## src/rtl/scan_test_controller.sv

```systemverilog
// scan_test_controller: drives one load/capture/unload scan test and compares the unloaded chain
module scan_test_controller #(
  parameter int CHAIN_LEN      = 4,
  parameter int CAPTURE_CYCLES = 1
) (
  input  logic                 clk,
  input  logic                 rst,
  input  logic                 start,
  input  logic                 abort,
  input  logic [CHAIN_LEN-1:0] pattern,
  input  logic [CHAIN_LEN-1:0] expected,
  input  logic                 scan_out,
  output logic                 scan_en,
  output logic                 scan_in,
  output logic                 busy,
  output logic                 done,
  output logic                 pass,
  output logic [CHAIN_LEN-1:0] captured
);
  localparam logic [2:0] IDLE      = 3'd0;
  localparam logic [2:0] SHIFT_IN  = 3'd1;
  localparam logic [2:0] CAPTURE   = 3'd2;
  localparam logic [2:0] SHIFT_OUT = 3'd3;
  localparam logic [2:0] DONE      = 3'd4;
  localparam logic [4:0] LAST_SHIFT = 5'(CHAIN_LEN - 1);
  localparam logic [4:0] LAST_CAP   = 5'(CAPTURE_CYCLES - 1);
  logic [2:0] state, state_n;
  logic [4:0] phase;
  logic [CHAIN_LEN-1:0] pat_q, exp_q, cap_n;
  logic last, accept;
  always_comb begin
    last    = (state == CAPTURE) ? (phase == LAST_CAP) : (state == DONE) ? 1'b1 : (phase == LAST_SHIFT);
    accept  = (state == IDLE) && start && !abort;
    cap_n   = {captured[CHAIN_LEN-2:0], scan_out};
    state_n = (state == IDLE) ? (accept ? SHIFT_IN : IDLE) :
              abort ? IDLE :
              !last ? state :
              (state == SHIFT_IN) ? CAPTURE :
              (state == CAPTURE) ? SHIFT_OUT :
              (state == SHIFT_OUT) ? DONE : IDLE;
  end
  // pat_q doubles as the load shifter: its MSB is always the next bit to send
  always_ff @(posedge clk) begin
    if (!rst) begin
      state    <= IDLE;
      phase    <= '0;
      pat_q    <= '0;
      exp_q    <= '0;
      captured <= '0;
      pass     <= 1'b0;
    end else begin
      state <= state_n;
      phase <= (state_n != state || state == IDLE) ? 5'd0 : phase + 5'd1;
      if (accept) begin
        pat_q    <= pattern;
        exp_q    <= expected;
        captured <= '0;
        pass     <= 1'b0;
      end else if (state != IDLE && abort) begin
        captured <= '0;
        pass     <= 1'b0;
      end else if (state == SHIFT_IN) begin
        pat_q <= pat_q << 1;
      end else if (state == SHIFT_OUT) begin
        captured <= cap_n;
        if (last) pass <= (cap_n == exp_q);
      end
    end
  end
  assign scan_en = (state == SHIFT_IN) || (state == SHIFT_OUT);
  assign scan_in = (state == SHIFT_IN) && pat_q[CHAIN_LEN-1];
  assign busy    = (state != IDLE);
  assign done    = (state == DONE);
endmodule

```

## config.mk

```make
export PLATFORM = sky130hd
export DESIGN_NAME = scan_test_controller
export DESIGN_NICKNAME = d
export VERILOG_FILES = /design/src/rtl/scan_test_controller.sv
export SDC_FILE = /design/constraint.sdc
export NUM_CORES = 1
export LEC_CHECK = 0
export ABC_AREA = 1
export BUFFER_PORTS_ARGS = -buffer_cell sky130_fd_sc_hd__buf_4
export CORE_MARGIN = 4
export CORE_UTILIZATION = 56
export CTS_BUF_LIST = sky130_fd_sc_hd__clkbuf_8
export CTS_CLUSTER_SIZE = 14
export DETAILED_ROUTE_END_ITERATION = 10
export PLACE_DENSITY = 0.91
export SYNTH_ARGS = -nofsm -noshare
export SYNTH_HDL_FRONTEND = slang
export SYNTH_SLANG_ARGS = --single-unit
```

## constraint.sdc

```tcl
create_clock -name clk -period 1.86 [get_ports clk]
set_input_delay 0.093 -clock clk [delete_from_list [all_inputs] [get_ports clk]]
set_output_delay 0.093 -clock clk [all_outputs]
set_load 0.02 [all_outputs]
```

# Word-level counts from Yosys, hierarchy flattened
# Index checks and enable logic that the tools add are counted.
[word_totals] input_bits=13 regBits=21 word_cells=45
[op_classes] mux=12 reduce_logical=16 n_eq_ne=8 n_bitwise=2 n_addsub=1
[op_table] op="$mux 3" n=6
[op_table] op="$mux 4" n=3
[op_table] op="$eq 3x2->1 const B" n=2
[op_table] op="$add 5x1->5 const B" n=1
[op_table] op="$eq 5x2->1 const B" n=1
[op_table] op="$logic_not 5->1" n=1
[op_table] op="$eq 4x4->1" n=1
[op_table] op="$logic_and 1x1->1" n=4
[op_table] op="$reduce_and 2->1" n=2
[op_table] op="$eq 3x1->1 const B" n=1
[op_table] op="$eq 3x3->1 const B" n=1
[op_table] op="$logic_not 3->1" n=1
[op_table] op="$mux 1" n=3
[op_table] op="$ne 3x3->1" n=1
[op_table] op="$reduce_and 3->1" n=1
[op_table] op="$reduce_bool 3->1" n=1
[op_table] op="$reduce_or 3->1" n=1
[op_table] op="$logic_or 1x1->1" n=2
[op_table] op="$ne 2x2->1 const B" n=1
[op_table] op="$not 1->1" n=2
[op_table] op="$reduce_bool 2->1" n=1
[op_table] op="$reduce_or 2->1" n=1
[op_table] op="$logic_not 1->1" n=1

# Depth between registers and ports, before layout
[depth] depth_word=10 mapped_depth=13

# Worst setup path after synthesis
# Ideal clock, no wire load.
[synth_timing] kind="register to register" start="register phase[0]" end="register phase[0]" path_buffers=0 path_slack_ps=394 stages_incl_launch_ff=14 arrival_time_ps=1402 period_less_slack_ps=1466 t_required_ps=1796 cell_sequence="dfxtp_1 ha_1 inv_1 nor2_1 nand2_1 nand2_2 nand2_2 nand2_2 nand2_2 nand2_1 nand2_1 nor2_2 nand2_2 nor2_1"
[synth_via] elab_chain_len=9 word_cells_on_any_way=11 cone_classes="1 x add/sub; 2 x eq/ne; 5 x mux; 3 x reduce/logical"
[synth_lines] item="start: declaration" line="28" text="logic [4:0] phase;"
[synth_lines] item="start signal: assignment" line="53" text="phase <= (state_n != state || state == IDLE) ? 5'd0 : phase + 5'd1;"
[synth_lines] item="$eq 5x2->1" line="32" text="last = (state == CAPTURE) ? (phase == LAST_CAP) : (state == DONE) ? 1'b1 : (phase == LAST_SHIFT);"
[synth_lines] item="$mux 1 (2 in series)" line="32"
[synth_lines] item="$mux 3" line="37" text="!last ? state :"
[synth_lines] item="$mux 3" line="36" text="abort ? IDLE :"
[synth_lines] item="$mux 3" line="35" text="state_n = (state == IDLE) ? (accept ? SHIFT_IN : IDLE) :"
[synth_lines] item="$ne 3x3->1" line="53"
[synth_lines] item="$logic_or 1x1->1" line="53"
[synth_lines] item="$reduce_or 2->1 (no line)"
# Several ways; a longest one is shown, not always the timed one.
# A chain may end at the register's enable or synchronous reset.

# Worst setup path in the final report
# Ends and elaborated chain as after synthesis.

==> results_dict.tcl <==
set metrics [dict create \
    tightest_slew_ns 0.476 \
    htree_num_levels 1 \
    ir_drop_mv 0.511 \
    p_switching_uw 217 \
    syn_inst 152 \
    multi_input_area_um2 596 \
    ys_ff_latch 21 \
    power_density_nw_per_um2 651 \
    syn_area_um2 1090 \
    fmax_mhz 616 \
    rsz0062_at_grt "no" \
    min_period_ns 1.62 \
    path_class "flip-flop to flip-flop" \
    grt_max_degree 14 \
    ys_types 22 \
    die_w_um 52.2 \
    post-place-ws_ns 0.188 \
    grt_pass1_vias 1016 \
    yosysWarnings 0 \
    place.gp.congestion 0.754 \
    clk_path_buf_depth 2 \
    fin_area_um2 1340 \
    row_count 15 \
    fin_ws_ns 0.237 \
    drv_slew 0 \
    start_kind "flip-flop" \
    nFillCells 143 \
    drive_above_1_share_pct 28.8 \
    drt-total-wl_um 2280 \
    ant_nets 0 \
    drt_iter0_drc 28 \
    seq_power_share_pct 54.1 \
    die_h_um 52.2 \
    fin_tns_setup_ns 0 \
    p_sw_share_pct 24.9 \
    power_uw 870 \
    final-hold-violation-count 0 \
    seq_area_um2 423 \
    syn_to_final_growth_pct 22.2 \
    grt_overflow 0 \
    wire_per_inst_um 11.3 \
    root_buffer "clkbuf_8" \
    n_antenna_cell 0 \
    crit_arrival_ns 1.83 \
    yosys.area_share.adder_pct 2.29 \
    drc 0 \
    synth_top_family_by_area "simple AND/OR/NAND/NOR gates" \
    final_net_count 193 \
    cp-end-kind "flip-flop" \
    place_area_um2 1270 \
    path_max_fanout 5 \
    rrSetupSlack_ns 0.24 \
    cts_hold_buf 0 \
    synth_nets 167 \
    clkPwrFrac_pct 34.7 \
    start_util_pct 61.3 \
    worst_clock_skew_ns 0.000778 \
    die-area_um2 2720 \
    synth.yosys.seq_area_share_pct 38.4 \
    min_path_type "primary input to flip-flop" \
    cp.required_ns 2.06 \
    synthSimpleGateAreaFrac_pct 36.4 \
    synth_xor_area_share_pct 4.81 \
    dp_hpwl_um 1770 \
    synth_compound_area_share_pct 10.5 \
    p_comb_share_pct 11.2 \
    finalSetupViolations 0 \
    cap_violations 0 \
    r2r-start "phase[0]$_SDFF_PP0_" \
    grt_first_pass_wirelength_um 4030 \
    coreArea_um2 1780 \
    cts_buffers 3 \
    internal_power_uw 653 \
    final_util_pct 74.9 \
    r2r-end "phase[0]$_SDFF_PP0_" \
    via_count 1018 \
    min_to "exp_q[0]$_SDFFE_PN0N_" \
    muxShareOfSynthArea_pct 0 \
    period_share_pct 87.3 \
    dr.pass1.iters 4 \
    grt_usage_pct 19.8 \
    status "finished, final reports clean" \
    antenna_found_initial 0 \
    viasPerCell 5.04 \
    cts.sinks 21 \
    min_path_cells 3 \
    leakage_uw 0.000596 \
    clock_latency_ns 0.26 \
    path_clk_slew_ns 0.07 \
    reg2reg_depth 13 \
    slew-limit-headroom_pct 68.1 \
    worstHoldStart "expected[0]" \
    syn_avg_cell_area_um2 7.19 \
    port_buffers 21 \
    cts_tree "done" \
    num_io_pins 22 \
]
[flip-flops by register name, indices dropped and copies added (netlist names)]
name / count
captured: 4
state: 3
phase: 5
pat_q: 4
pass: 1
exp_q: 4
[worst max-delay path: stages (launching register included)]
cell and delay (ns):
dfxtp_2 0.36, ha_2 0.19, inv_1 0.05, nor2_2 0.09, nand2_1 0.11, nand2_2 0.13, nand2_2 0.07, nand2_2 0.09
nand2_2 0.06, nand2_1 0.06, nand2_1 0.07, nor2_2 0.11, nand2_2 0.08, nor2_1 0.09
[cells in the final DEF, fill, tap and decap left out, drive strengths merged]
cell type and n:
dfxtp 21, clkbuf 3, nand2 39, nand4 2, clkinv 1, ha 2, o21ai 6, nor2 30
a21oi 10, o211ai 3, inv 20, buf 22, xnor2 2, xor2 4, nor3 1, nand3 9
a31oi 2
[power by group through the flow]
stage | Combinational [uW] | Sequential (uW) | Clock (uW)
2_1_floorplan | 62.3 | 479 | 0
6_report | 97.2 | 471 | 302
4_1_cts | 97.3 | 471 | 303
5_1_grt | 111 | 473 | 327
3_3_place_gp | 93.8 | 481 | 0
3_5_place_dp | 96.8 | 481 | 0
[cell type report]
type	instances	area share [%]
Multi-Input combinational cell	110	44.6
Inverter	20	5.62
Clock inverter	1	0.375
Timing Repair Buffer	22	12.4
Tap cell	25	2.34
Sequential cell	21	31.6
Clock buffer	3	3.09
[what timing repair did]
item | 4_1_cts | 5_1_grt
buffers inserted | 0 | 1
resized for setup | 0 | 4
setup endpoints to repair | 0 | 5
hold endpoints to repair | 0 | 0
[metal layers]
layer | vias up | wire [um] | track usage (%)
li1 | 531 | - | -
met1 | 453 | 908 | 21.2
met2 | 29 | 1210 | 36.2
met3 | 5 | 126 | 5.41
met4 | 0 | 42 | 8.51
met5 | - | 0 | 0
[cell usage after synthesis, drive strengths merged]
cell type   n  area [um2]
buf         1        7.51
nand2      39         171
xnor2       2        17.5
nor2       30         144
nand3       9        60.1
o21ai       6        30.0
nand4       2        12.5
nor3        1        10.0
xor2        4        35.0
ha          2        25.0
a31oi       2        12.5
o211ai      3        22.5
dfxtp      21         420
a21oi      10        50.1
inv        20        75.1
[worst max path at each step]
stage / startpoint / end / depth (start not counted)
floorplan: phase[0]$_SDFF_PP0_ / phase[0]$_SDFF_PP0_ / 13
global placement: phase[0]$_SDFF_PP0_ / phase[3]$_SDFF_PP0_ / 13
detailed placement: phase[0]$_SDFF_PP0_ / phase[0]$_SDFF_PP0_ / 13
CTS: phase[0]$_SDFF_PP0_ / phase[1]$_SDFF_PP0_ / 13
global route: phase[0]$_SDFF_PP0_ / phase[1]$_SDFF_PP0_ / 13
finish: phase[0]$_SDFF_PP0_ / phase[0]$_SDFF_PP0_ / 13
[kinds of logic (layout without fill, tap and decap cells)]
group                      after synthesis  count (layout)
and+or+nand+nor                         81              81
AOI/OAI and AO/OA                       21              21
DFF                                     21              21
buffers and inverters                   21              46
xor gates and xnor gates                 6               6
adders and majority gates                2               2
[per-stage QoR]
stage	hold WS [ns]	cells
after global placement	0.348	197
after global routing	0.108	202
after floorplan	0.229	152
final	0.0755	202
after detailed placement	0.353	197
after CTS	0.0810	201
(Power assumes the default switching activity.)
